==> src/rtl/ifu_pkg.sv <==
// Shared fetch-unit types: FSM state encoding and redirect-source selects.
package ifu_state_enum;

  typedef enum logic [1:0] {
    IFU_IDLE,
    IFU_REQ,
    IFU_VALID,
    IFU_HALT
  } ifu_state_t;

  localparam logic PC_WR_IMM = 1'b0;
  localparam logic PC_WR_ALU = 1'b1;

endpackage

==> src/rtl/ifu_pcgen.sv <==
// Next-PC generator: sequential, PC-relative or register-indirect target plus alignment check.
module pcgen
  import ifu_state_enum::*;
#(
  parameter int XLEN = 32
) (
  input  logic [XLEN-1:0] pc,
  input  logic            pc_wr_en,
  input  logic            pc_wr_sel,
  input  logic [XLEN-1:0] imm,
  input  logic [XLEN-1:0] alu,
  output logic [XLEN-1:0] target,
  output logic            misaligned
);

  logic signed [XLEN-1:0] pc_s;
  logic signed [XLEN-1:0] imm_s;

  assign pc_s  = $signed(pc);
  assign imm_s = $signed(imm);

  always_comb begin
    target = pc + XLEN'(4);
    if (pc_wr_en) begin
      if (pc_wr_sel == PC_WR_ALU) begin
        target = {alu[XLEN-1:1], 1'b0};
      end else begin
        target = $unsigned(pc_s + imm_s);
      end
    end
  end

  // Bit 0 is either cleared (JALR) or carried from pc+imm; only bit 1 marks a bad word target.
  assign misaligned = target[1];

endmodule

==> src/rtl/ifu.sv <==
// Instruction fetch unit: owns the PC, fetches one word at a time and holds it for decode.
module ifu
  import ifu_state_enum::*;
#(
  parameter int              XLEN     = 32,
  parameter logic [XLEN-1:0] RESET_PC = '0
) (
  input  logic            clk_i,
  input  logic            rst_n_i,
  input  logic            pc_wr_en_i,
  input  logic            pc_wr_sel_i,
  input  logic [XLEN-1:0] imm_data_i,
  input  logic [XLEN-1:0] alu_data_i,
  input  logic            inst_ready_i,
  output logic            iram_rd_en_o,
  output logic [XLEN-1:0] iram_rd_addr_o,
  input  logic            iram_rd_valid_i,
  input  logic [XLEN-1:0] iram_rd_data_i,
  output logic            inst_valid_o,
  output logic [XLEN-1:0] inst_data_o,
  output logic [XLEN-1:0] pc_o,
  output logic [XLEN-1:0] pc_next_o,
  output logic            misalign_o
);

  ifu_state_t      state_q, state_d;
  logic [XLEN-1:0] pc_q;
  logic [XLEN-1:0] inst_data_q;
  logic            inst_valid_q;
  logic            misalign_q;
  logic [XLEN-1:0] target;
  logic            target_misaligned;
  logic            accept_data;
  logic            retire;

  pcgen #(.XLEN(XLEN)) u_pcgen (
    .pc         (pc_q),
    .pc_wr_en   (pc_wr_en_i),
    .pc_wr_sel  (pc_wr_sel_i),
    .imm        (imm_data_i),
    .alu        (alu_data_i),
    .target     (target),
    .misaligned (target_misaligned)
  );

  // Handshakes only count in their own state; anything else is spurious.
  assign accept_data = (state_q == IFU_REQ) && iram_rd_valid_i;
  assign retire      = (state_q == IFU_VALID) && inst_ready_i;

  always_comb begin
    state_d = state_q;
    case (state_q)
      IFU_IDLE:  state_d = IFU_REQ;
      IFU_REQ:   if (iram_rd_valid_i) state_d = IFU_VALID;
      IFU_VALID: if (inst_ready_i) state_d = target_misaligned ? IFU_HALT : IFU_REQ;
      IFU_HALT:  state_d = IFU_HALT;
      default:   state_d = IFU_IDLE;
    endcase
  end

  always_ff @(posedge clk_i or negedge rst_n_i) begin
    if (!rst_n_i) begin
      state_q      <= IFU_IDLE;
      pc_q         <= RESET_PC;
      inst_data_q  <= '0;
      inst_valid_q <= 1'b0;
      misalign_q   <= 1'b0;
    end else begin
      state_q <= state_d;
      if (accept_data) begin
        inst_data_q  <= iram_rd_data_i;
        inst_valid_q <= 1'b1;
      end
      if (retire) begin
        inst_valid_q <= 1'b0;
        if (target_misaligned) begin
          misalign_q <= 1'b1;
        end else begin
          pc_q <= target;
        end
      end
    end
  end

  assign iram_rd_en_o   = (state_q == IFU_REQ);
  assign iram_rd_addr_o = pc_q;
  assign inst_valid_o   = inst_valid_q;
  assign inst_data_o    = inst_data_q;
  assign pc_o           = pc_q;
  assign pc_next_o      = pc_q + XLEN'(4);
  assign misalign_o     = misalign_q;

endmodule

==> config.mk <==
export PLATFORM = sky130hd
export DESIGN_NAME = ifu
export DESIGN_NICKNAME = d
export VERILOG_FILES = /design/src/rtl/ifu_pkg.sv /design/src/rtl/ifu_pcgen.sv /design/src/rtl/ifu.sv
export SDC_FILE = /design/constraint.sdc
export NUM_CORES = 1
export LEC_CHECK = 0
export BUFFER_PORTS_ARGS = -buffer_cell sky130_fd_sc_hd__buf_2
export CAP_MARGIN = 20
export CORE_ASPECT_RATIO = 1.4
export CORE_MARGIN = 2
export CORE_UTILIZATION = 33
export CTS_CLUSTER_DIAMETER = 60
export DETAILED_ROUTE_END_ITERATION = 8
export GPL_TIMING_DRIVEN = 1
export PLACE_DENSITY = 0.66
export SLEW_MARGIN = 30
export SYNTH_ARGS = -nofsm -noshare
export SYNTH_HDL_FRONTEND = slang
export SYNTH_SLANG_ARGS = --single-unit
==> constraint.sdc <==
create_clock -name clk_i -period 2.9 [get_ports clk_i]
set_input_delay 0.29 -clock clk_i [delete_from_list [all_inputs] [get_ports clk_i]]
set_output_delay 0.29 -clock clk_i [all_outputs]
set_load 0.03 [all_outputs]
Word level (Yosys, flattened, before mapping)
Index checks and enable logic that the tools add are counted.
Widths: inputs -> output; s select.

word-level totals
  bits in registers = 67
  output and inout bits = 131

operators by class
  add/subtract/negate cells = 2
  equal/unequal tests = 5
  mux-type cells = 8
  bitwise gates (word level) = 1
  reduce and logical (&&, ||, !) cells = 7

operators with widths
  operator               count
  $mux 32                2
  $add 32x3->32 const B  1
  $add 32x32->32         1
  $pmux 2 s4             1
  $mux 2                 3
  $reduce_and 2->1       3
  $eq 2x2->1 const B     2
  $eq 2x1->1 const B     1
  $logic_and 1x1->1      2
  $logic_not 2->1        1
  $mux 1                 2
  $ne 2x1->1 const B     1
  $ne 2x2->1 const B     1
  $reduce_bool 2->1      1
  $not 1->1              1

Logic depth before layout (Yosys ltp)
Gate-level depths: netlist of the first run.

  word-level depth = 6
  mapped depth = 10
  depth with buffers taken out = 10

By module
A second synthesis of the first run with hierarchy kept.

unflattened totals
  cells, all modules = 701
  area total of the unflattened synthesis = 6197.2 sq um

modules (own cells, without submodules)
  module  times used  cells each  area an instance (sq um)
  ifu     1           269         3373.2
  pcgen   1           432         2824.0

Least setup slack after synthesis of the first run
No wires, ideal clock.

  path kind = reg-to-output
  start = register pc_q[8], in the netlist iram_rd_addr_o[8]
  end = output port pc_next_o[30]
  arrival time = 2.567 ns
  required time = 2.610 ns
  setup slack = 0.043 ns
  cell stages (with the launch flop) = 7
  buffers on the path = 2
  cells stage by stage = dfrtp_1 buf_2 nand4_4 or4_4 buf_6 nor4_1 xor2_1

between the ends
  cells in the longest elaborated chain, start to end = 1

RTL lines
  what                      line       source
  start: declaration        ifu.sv:27  logic [XLEN-1:0] pc_q;
  start signal: assignment  ifu.sv:79  pc_q <= target;
  $add 32x3->32             ifu.sv:90  assign pc_next_o = pc_q + XLEN'(4);
  end: declaration          ifu.sv:22  output logic [XLEN-1:0] pc_next_o,

No other way between the ends.

Final worst setup path of the first run
  start = register pc_q[8], in the netlist iram_rd_addr_o[8]
  end = output port pc_next_o[22]

Same word-level chain as after synthesis.

==> run summary, run 1 <==
Synth-to-Final Area Change: 31.8%
Leakage power: 3.54 nW
Met3 wire length: 1.26 mm
Routed WL per cell: 17.7 um
Mux cell area share after synthesis: 0.0705
CP max stage delay: 0.61 ns
Routed via count: 6229
Starting Density: 0.338
Vias per cell: 5.43
Die area: 18400 um2
Largest net degree at the start of global routing: 68
Total Nets Final: 1043
Leading area contributor after synthesis: dfrtp_1
Layout cells sized above 1: 0.383
Fillers: 1718
Count of cell types in the netlist: 59
Seq/Total Area, Yosys: 0.293
Worst skew pair latency: 0.35 ns
Longest Clk Path Bufs: 2
Clk root buf: clkbuf_16
DRT met1 WL: 8.32 mm
Vias in the first global route: 5879
Drt pass-1 iters: 6
EDFF count, synth: 0
Core ar.: 16900 um2
Post-Route WL: 20.3 mm
GRT Util Overall: 0.216
Family with the most delay on the worst path: simple AND/OR/NAND/NOR gates
Max_cap viols: 0
Die width: 115 um
Most frequent cell after synthesis: dfrtp_1
Gate Count Post-Synth: 686
Worst vdd ir: 0.645 mV
Arrival @ worst endpoint: 2.53 ns
XOR/XNOR Fraction of Synth Area: 0.0812
Pwr Total: 8.46 mW
Clock transition at path regs: 0.06 ns
Post-synthesis register bit count: 67
Syn. warnings: 0
Main flop type after synthesis: dfrtp_1
Post-synthesis simple-gate area fraction: 0.170
Pwr Density: 1120 nW/um2
Mean Syn Cell Area: 8.33 um2
Most Frequent Cell on Critical Path: buf_4
First-pass GRT wire length: 31.1 mm
Final Hold Viols: 0
TritonCTS sink count: 67
Critical Path End Type: output pin
Crit-path slowest cell: or4_4
DP Area: 7140 um2
WL met2: 9.92 mm
DRC viols: 0
Detailed placement HPWL: 15.5 mm
Post-synth top area share: 0.293
Total grt overflow: 0
RePlAce Congestion: 0.929
Top cells by area, synth: dfrtp_1 (29%), ha_1 (7.0%), mux2_2 (6.7%)
Worst Hold Class: primary input to flip-flop
Commonest cells in the netlist: dfrtp_1 (67), a21oi_1 (60), nand2_1 (56), o21ai_0 (49), nor2_1 (48)
Finish-stage setup viols: 0
Fmax: 354 MHz
Vert. Die Dim: 160 um
Uppermost routed layer: met5
Synth Area in Adders: 0.0701
CP required: 2.61 ns
Worst Max-Slew Pin Slew: 0.645 ns
Critical path launch point type: flip-flop
Final instance area: 7530 um2
Clock skew: 0.00744 ns
Core Rows: 56
Synthesized cell area: 5720 um2
CTS tree: done
Iteration-0 DRC Markers: 452
Worst-path maximum fanout: 9
Number of routed nets with antenna violations: 0
Slew Limit Fails: 0
Post-synth ARST share: 1.00
Slew HR: 0.567
WS Path Type: flip-flop to output pin
Status: complete, no violations
RSZ-0062 raised after global routing: true
Main combinational cell family by area after synthesis: compound AO/OA/AOI/OAI gates
CP cell instances: buf_4, nand4_4, or4_4, buf_4, or3_4, xnor2_1, buf_2
Max H-tree Level: 3
Inserted Clock Buffers: 9
Sum of buffers and inverters on the critical path: 3
IO buf count: 228
Compound-Gate Fraction of Synth Area: 0.229
Initial antenna violation count: 2
Min cycle time layout: 2.82 ns
Period utilisation layout: 0.973
I/O pin count: 233
==> area by class of cell <==
type / count / area (um2) / area share
Antenna cell: 1 / 2.50 / 0.000332
Multi-Input combinational cell: 530 / 3610 / 0.479
Clock buffer: 9 / 225 / 0.0299
Sequential cell: 67 / 1680 / 0.223
Clock inverter: 7 / 82.6 / 0.0110
Inverter: 17 / 63.8 / 0.00847
Timing Repair Buffer: 284 / 1580 / 0.210
Tap cell: 232 / 290 / 0.0385
==> state kept, by name, indices dropped and copies added, names as in the netlist <==
signal,flops
inst_data_o,32
iram_rd_addr_o,31
state_q,2
inst_valid_o,1
misalign_o,1
==> logic make-up after synthesis <==
logic type | count (synthesis)
buf+inv | 91
mux | 36
xor+xnor | 53
fa+ha+maj | 32
simple gates | 200
compound gates | 206
flops | 67
other cells | 1
==> repair_timing <==
item,CTS,global route
pin swaps,1,1
buffers inserted,0,2
endpoints found under the hold margin,67,0
resized for setup,1,12
hold buffers,1,0
endpoints found under the setup margin,1,11
==> per-layer routing <==
layer	track usage	vias to the layer above
li1	-	2939
met1	0.267	2987
met2	0.358	251
met3	0.0421	50
met4	0.0991	2
met5	0	-
==> path summary, 6_finish.rpt <==
check | from | end | slack (ns) | cells past startpoint
max reg2reg | iram_rd_addr_o[2]$_DFFE_PN0P_ | iram_rd_addr_o[23]$_DFFE_PN0P_ | 0.21 | 10
max | iram_rd_addr_o[8]$_DFFE_PN0P_ | pc_next_o[22] | 0.08 | 7
min | iram_rd_data_i[9] | inst_data_o[9]$_DFFE_PN0P_ | 0.17 | 2
max in group asynchronous | rst_n_i | inst_data_o[11]$_DFFE_PN0P_ | 2.07 | 3
min reg2reg | misalign_o$_DFFE_PN0P_ | misalign_o$_DFFE_PN0P_ | 0.48 | 1
min in group asynchronous | rst_n_i | iram_rd_addr_o[28]$_DFFE_PN0P_ | 0.48 | 3
==> worst reg2reg max path, cell delays in order (launching register included) <==
cell	delay (ns)
dfrtp_1	0.38
ha_1	0.36
nand3_1	0.18
a2111oi_4	0.38
a32oi_2	0.23
o32ai_1	0.33
buf_4	0.17
a211oi_1	0.04
buf_4	0.17
xor2_1	0.14
a222oi_1	0.21
==> cells in the final DEF (no fill, tap or decap), drive strengths merged, types with 3 or more instances in the layout <==
cell / instances
buf: 281
dfrtp: 67
a21oi: 60
nand2: 56
o21ai: 50
nor2: 48
mux2: 34
ha: 32
xnor2: 30
nand3: 27
xor2: 23
nor3: 23
inv: 20
a21o: 16
nand4: 12
a31oi: 11
clkbuf: 11
o22ai: 9
and3: 9
o211ai: 8
o221ai: 8
a211oi: 6
o31ai: 6
nor4: 5
a222oi: 5
and2: 4
nand3b: 4
o21bai: 4
nor2b: 3
a41oi: 3
o32ai: 3
conb: 3
==> where the power goes <==
part / internal (mW) / switching (mW)
Combinational: 1.96 / 3.65
Sequential: 1.35 / 0.325
Clock: 0.682 / 0.494
Total: 3.99 / 4.47
==> metrics by stage <==
step,setup TNS (ns),worst slack (ns),hold WS (ns),std cells,utilization
4_1_cts,0,0.0212,0.159,1144,0.442
6_report,0,0.0790,0.171,1147,0.446
5_1_grt,-0.162,-0.0547,0.159,1146,0.446
3_3_place_gp,0,0.158,0.346,1127,0.423
3_5_place_dp,0,0.131,0.342,1127,0.423
2_1_floorplan,0,0.0429,-0.00559,688,-
Power figures use the tool's default switching activity.
==> inputs of run 2 (changes only) <==
==> constraint.sdc (replaced) <==
create_clock -name clk_i -period 2.9 [get_ports clk_i]
set_input_delay 0.58 -clock clk_i [delete_from_list [all_inputs] [get_ports clk_i]]
set_output_delay 0.58 -clock clk_i [all_outputs]
set_load 0.03 [all_outputs]
==> run 2 against run 1 <==
Effect of this change:
- the run now ends with negative setup slack left
- die area stayed put
- utilization is 4.7 points higher
- register-to-register slack worse by 0.09 ns
- flip-flop and latch count stayed put
- hold slack better by 0.046 ns
==> run summary, run 2 (synthesized netlist as in run 1, its figures left out) <==
Inserted Clock Buffers: 9 (unchanged)
TritonCTS sink count: 67 (unchanged)
Largest net degree at the start of global routing: 35 (-49%)
Core Rows: 56 (unchanged)
Synth-to-Final Area Change: 45.8%
RePlAce Congestion: 0.941 (+1.2%)
Most common cell after layout, fill and taps aside: buf_2
Sum of buffers and inverters on the critical path: 2 (-1)
Vias in the first global route: 6164 (+4.8%)
Slew Limit Fails: 0 (unchanged)
Setup ws final: -0.00897 ns (-0.0880 ns)
Slew HR: 0.558 (-0.00856)
Clock skew: 0.00739 ns (-0.0000498 ns)
Total grt overflow: 0 (unchanged)
CP required: 2.32 ns (-0.29 ns)
I/O pin count: 233 (unchanged)
Max H-tree Level: 3 (unchanged)
Worst vdd ir: 0.666 mV (+3.2%)
Clk root buf: clkbuf_16
Max reg flops: 32 (unchanged)
Worst Hold Class: primary input to asynchronous set/reset pin
Layout cells sized above 1: 0.462 (+0.0791)
Worst Max-Slew Pin Slew: 0.658 ns (+0.0127 ns)
WL met2: 10.7 mm (+8.2%)
CP cell instances: nand4_1, or4_4, buf_8, nor2_4, nand4_1, xnor2_2, buf_6
Vert. Die Dim: 160 um (unchanged)
Iteration-0 DRC Markers: 536 (+19%)
Final Hold Viols: 0 (unchanged)
Most Frequent Cell on Critical Path: nand4_1
Fillers: 1645 (-4.2%)
Starting Density: 0.338 (unchanged)
Core ar.: 16900 um2 (unchanged)
Die area: 18400 um2 (unchanged)
Min cycle time layout: 2.91 ns (+0.0880 ns)
Family with the most delay on the worst path: simple AND/OR/NAND/NOR gates
Routed WL per cell: 17.3 um (-2.2%)
First-pass GRT wire length: 31.6 mm (+1.4%)
Arrival @ worst endpoint: 2.33 ns (-0.20 ns)
Status: finished, violations left
Initial antenna violation count: 1 (-1)
Cts hold-fix bufs: 0 (-1)
Final instance area: 8330 um2 (+11%)
Number of routed nets with antenna violations: 0 (unchanged)
RSZ-0062 raised after global routing: true
Drt pass-1 iters: 5 (-1)
CP max stage delay: 0.51 ns (-0.10 ns)
GRT Util Overall: 0.218 (+0.00241)
Placed insts: 1172 (+4.0%)
Uppermost routed layer: met5
Post-Route WL: 20.8 mm (+2.8%)
Vias per cell: 5.28 (-2.8%)
Hold_ws: 0.217 ns (+0.0463 ns)
Period utilisation layout: 1.00 (+0.0303)
Fmax: 344 MHz (-3.0%)
Total Nets Final: 1103 (+5.8%)
WS Path Type: flip-flop to output pin
Critical Path End Type: output pin
DRT met1 WL: 8.08 mm (-2.8%)
Number of diodes: 0 (-1)
Finish-stage setup viols: 1 (+1)
Max_cap viols: 0 (unchanged)
Critical path launch point type: flip-flop
Met3 wire length: 1.36 mm (+8.5%)
CTS tree: done
Detailed placement HPWL: 16.0 mm (+2.9%)
Worst skew pair latency: 0.35 ns (about the same)
Failing checks: negative setup slack
IO buf count: 228 (unchanged)
Longest Clk Path Bufs: 2 (unchanged)
Worst-path maximum fanout: 8 (-1)
Pwr Density: 1090 nW/um2 (-2.8%)
Clock transition at path regs: 0.06 ns (about the same)
Crit-path slowest cell: or4_4
Finished Layout Cells: 1206 (+5.1%)
Core Util, Final: 0.493 (+0.0473)
Routed via count: 6367 (+2.2%)
DP Area: 7570 um2 (+6.0%)
Commonest cells after routing, fill and taps aside: buf_2 (215), buf_4 (117), dfrtp_1 (61), a21oi_1 (59), nand2_1 (55)
Die width: 115 um (unchanged)
Leakage power: 3.91 nW (+11%)
DRC viols: 0 (unchanged)
==> run 2: path summary, 6_finish.rpt <==
kind                            slack, ns  cells after the start                            from                             end
worst max-delay path               -0.009                      7  iram_rd_addr_o[12]$_DFFE_PN0P_                   pc_next_o[29]
worst min-delay path                 0.22                      1                         rst_n_i  iram_rd_addr_o[28]$_DFFE_PN0P_
worst max register to register       0.12                     13   iram_rd_addr_o[2]$_DFFE_PN0P_  iram_rd_addr_o[26]$_DFFE_PN0P_
worst min register to register       0.48                      1          misalign_o$_DFFE_PN0P_          misalign_o$_DFFE_PN0P_
max in group asynchronous            1.86                      2                         rst_n_i      inst_data_o[7]$_DFFE_PN0P_
min in group clk_i                   0.46                      2              iram_rd_data_i[16]     inst_data_o[16]$_DFFE_PN0P_
==> run 2: worst register-to-register path, stage by stage, from the launching register on <==
cell and delay [ns]:
dfrtp_1 0.43, buf_4 0.18, ha_4 0.16, buf_4 0.13, a21o_1 0.16, a21oi_2 0.15
o21ai_0 0.10, buf_4 0.16, a221o_1 0.34, o22ai_1 0.19, buf_4 0.17, o221ai_1 0.12
xnor2_1 0.28, a21oi_1 0.10
==> run 2: routing by layer <==
| layer | vias up | global-route usage |
|---|---|---|
| li1 | 3036 | - |
| met1 | 3017 | 0.249 |
| met2 | 266 | 0.390 |
| met3 | 46 | 0.0478 |
| met4 | 2 | 0.0832 |
| met5 | - | 0 |
==> run 2: power by group <==
group          switching [mW]  internal [mW]
clock                   0.461          0.697
combinational            3.80           2.41
sequential              0.370           1.35
total                    4.63           4.46
==> run 2: area by class of cell <==
type / count / area (um2) / area share
multi-input combinational: 530 / 3890 / 0.467
clock inverter: 6 / 72.6 / 0.00871
inverter: 17 / 63.8 / 0.00766
clock buffer: 10 / 239 / 0.0287
tap: 232 / 290 / 0.0348
timing repair buffer: 344 / 2090 / 0.251
sequential: 67 / 1680 / 0.202
==> run 2: repair_timing <==
item,in CTS,in global routing
endpoints found under the setup margin,18,23
pin swaps,7,10
setup buffers,10,9
gates resized for setup,33,39
==> run 2: through the flow <==
stage / setup TNS [ns] / total power, mW / setup WS, ns
floorplan: 0 / 5.77 / 0.0102
detailed placement: -0.555 / 7.58 / -0.184
global placement: -0.359 / 7.53 / -0.123
CTS: -0.0000133 / 8.90 / -0.0000133
finish: -0.00897 / 9.09 / -0.00897
global route: -0.540 / 9.63 / -0.103
==> inputs of run 3 (changes only) <==
--- a/config.mk
+++ b/config.mk
@@ -7,13 +7,15 @@
 export LEC_CHECK = 0
 export BUFFER_PORTS_ARGS = -buffer_cell sky130_fd_sc_hd__buf_2
 export CAP_MARGIN = 20
+export CELL_PAD_IN_SITES_DETAIL_PLACEMENT = 0
+export CELL_PAD_IN_SITES_GLOBAL_PLACEMENT = 1
 export CORE_ASPECT_RATIO = 1.4
 export CORE_MARGIN = 2
-export CORE_UTILIZATION = 33
+export CORE_UTILIZATION = 35
 export CTS_CLUSTER_DIAMETER = 60
 export DETAILED_ROUTE_END_ITERATION = 8
 export GPL_TIMING_DRIVEN = 1
-export PLACE_DENSITY = 0.66
+export PLACE_DENSITY = 0.89
 export SLEW_MARGIN = 30
 export SYNTH_ARGS = -nofsm -noshare
 export SYNTH_HDL_FRONTEND = slang
==> run 3 against run 2 <==
Effect of this change:
- the run now ends clean
- clock power is essentially flat
- register-to-register slack is essentially flat
- count of clock-buffer cells in the layout shrank 1
- clock skew shrank 0.0028 ns
- flip-flop and latch count is the same
- final area shrank 5.7%
- combinational power shrank 5.0%
- routed wire length shrank 3.6%
- utilization shrank 0.53 points
- largest cell class unchanged
- largest power group unchanged
- highest routed layer unchanged
==> run summary, run 3 (synthesized netlist as in run 1, its figures left out) <==
Status: complete, no violations
Slew Limit Fails: 0 (unchanged)
DP Area: 7400 um2 (-2.2%)
DRC viols: 0 (unchanged)
Post-Route WL: 20.1 mm (-3.6%)
Slew HR: 0.398 (-0.161)
Inserted Clock Buffers: 9 (unchanged)
Logic pwr share: 0.673 (-0.010)
I/O pin count: 233 (unchanged)
Die width: 112 um (-2.8%)
Period utilisation layout: 0.993 (-0.0103)
Fmax: 347 MHz (+1.0%)
R2R Path End: iram_rd_addr_o[26]$_DFFE_PN0P_
Hold_ws: 0.388 ns (+0.171 ns)
Number of routed nets with antenna violations: 0 (unchanged)
Total Nets Final: 1071 (-2.9%)
First-pass GRT wire length: 31.3 mm (-0.96%)
Core Rows: 55 (-1.8%)
Pwr Total: 8.76 mW (-3.7%)
Leakage power: 3.75 nW (-4.0%)
Fillers: 1640 (-0.30%)
Worst-path maximum fanout: 9 (+1)
Max_cap viols: 0 (unchanged)
Largest net degree at the start of global routing: 38 (+8.6%)
Worst r2r src: iram_rd_addr_o[2]$_DFFE_PN0P_
Seq pwr share: 0.195 (+0.005)
Setup TNS Final: 0 ns (+0.00897 ns)
Switching Power: 4.51 mW (-2.6%)
Vias in the first global route: 6202 (+0.62%)
Pwr Density: 1110 nW/um2 (+2.1%)
Max H-tree Level: 3 (unchanged)
Iteration-0 DRC Markers: 404 (-25%)
CP required: 2.32 ns (about the same)
Worst skew pair latency: 0.33 ns (-0.02 ns)
Detailed placement HPWL: 15.6 mm (-2.5%)
Clock Power Share: 0.131 (+0.004)
Total grt overflow: 0 (unchanged)
Final Hold Viols: 0 (unchanged)
GRT Util Overall: 0.223 (+0.00513)
Critical Path End Type: output pin
Vias per cell: 5.44 (+3.0%)
Max reg flops: 32 (unchanged)
Critical path launch point type: flip-flop
RePlAce Congestion: 0.906 (-3.7%)
Worst Max-Slew Pin Slew: 0.904 ns (+0.246 ns)
Synth-to-Final Area Change: 37.5%
Finished Layout Cells: 1141 (-5.4%)
Core ar.: 16100 um2 (-4.6%)
Die area: 17400 um2 (-5.5%)
Cell Int Power: 4.25 mW (-4.8%)
Layout cells sized above 1: 0.423 (-0.0395)
Worst Hold Class: primary input to asynchronous set/reset pin
Arrival @ worst endpoint: 2.30 ns (-0.03 ns)
Worst reg2reg setup slack: 0.11 ns (about the same)
Cts hold-fix bufs: 0 (unchanged)
Initial antenna violation count: 1 (unchanged)
Clock transition at path regs: 0.06 ns (about the same)
CTS tree: done
WS Path Type: flip-flop to output pin
Commonest cells after routing, fill and taps aside: buf_2 (219), buf_4 (86), dfrtp_1 (65), a21oi_1 (60), nand2_1 (55)
TritonCTS sink count: 67 (unchanged)
Placed insts: 1121 (-4.4%)
Core Util, Final: 0.488 (-0.00530)
Min cycle time layout: 2.88 ns (-0.0297 ns)
Sw frac: 0.515 (+0.00584)
Finish-stage setup viols: 0 (-1)
Vert. Die Dim: 155 um (-2.8%)
Routed via count: 6206 (-2.5%)
Reg2reg path depth: 12 (-1)
Worst vdd ir: 0.796 mV (+20%)
Longest Clk Path Bufs: 2 (unchanged)
Most common cell after layout, fill and taps aside: buf_2
Routed WL per cell: 17.6 um (+1.9%)
IO buf count: 228 (unchanged)
Clock skew: 0.00463 ns (-0.00275 ns)
Starting Density: 0.355 (+0.0165)
RSZ-0062 raised after global routing: true
Final instance area: 7860 um2 (-5.7%)
Setup WS pre-CTS: -0.144 ns (+0.0400 ns)
Number of diodes: 0 (unchanged)
Clk root buf: clkbuf_16
Setup ws final: 0.0208 ns (+0.0297 ns)
Drt pass-1 iters: 5 (unchanged)
run 3: changes by cell type in the layout (fill, tap and decap cells not counted), moves of 3 or more:
cell,before,now
buf_2,215,219
inv_6,1,4
and3_4,5,2
dfrtp_2,6,2
buf_6,8,3
ha_4,4,0
dfrtp_1,61,65
buf_4,117,86
ha_1,28,32
nor2_1,44,48
run 3: layout make-up:
class	instances	area (um2)	area share
timing repair buffer	312	1830	0.233
clock inverter	7	81.3	0.0103
clock buffer	9	225	0.0287
tap	199	249	0.0317
inverter	17	63.8	0.00812
multi-input combinational	530	3730	0.475
sequential	67	1680	0.214
run 3: critical path, cell delays in order (launching register included):
cell	delay, ns
dfrtp_1	0.42
nand4_4	0.14
or4_4	0.65
nor3_4	0.22
and3_4	0.25
xor2_4	0.15
buf_6	0.15
run 3: power groups by stage:
stage	clock, mW	combinational, mW	sequential [mW]
3_5_place_dp	0	5.77	1.73
4_1_cts	1.17	5.87	1.71
2_1_floorplan	0	3.16	2.60
5_1_grt	1.21	6.33	1.77
6_report	1.15	5.90	1.71
3_3_place_gp	0	5.74	1.71
run 3: worst max-delay path by stage:
stage                                              start                        endpoint  slack, ns  depth (start not counted)
after floorplan           iram_rd_addr_o[12]$_DFFE_PN0P_                   pc_next_o[30]       0.01                          6
after global placement                     imm_data_i[2]  iram_rd_addr_o[23]$_DFFE_PN0P_      -0.10                         11
after detailed placement                   imm_data_i[3]  iram_rd_addr_o[23]$_DFFE_PN0P_      -0.14                         11
after CTS                  iram_rd_addr_o[9]$_DFFE_PN0P_                   pc_next_o[31]    -0.0008                          6
after global routing      iram_rd_addr_o[12]$_DFFE_PN0P_                   pc_next_o[26]      -0.08                          5
final                      iram_rd_addr_o[9]$_DFFE_PN0P_                   pc_next_o[31]       0.02                          6
run 3: routing by layer:
metal / wire length [um] / track usage
met5: 11 / 0
met1: 8120 / 0.267
met2: 10400 / 0.403
met3: 1030 / 0.0327
met4: 551 / 0.0859
run 3: what timing repair did:
item,in CTS,in global routing
setup endpoints to repair,12,15
setup buffers,3,1
gates resized for setup,17,17
pin swaps,2,2
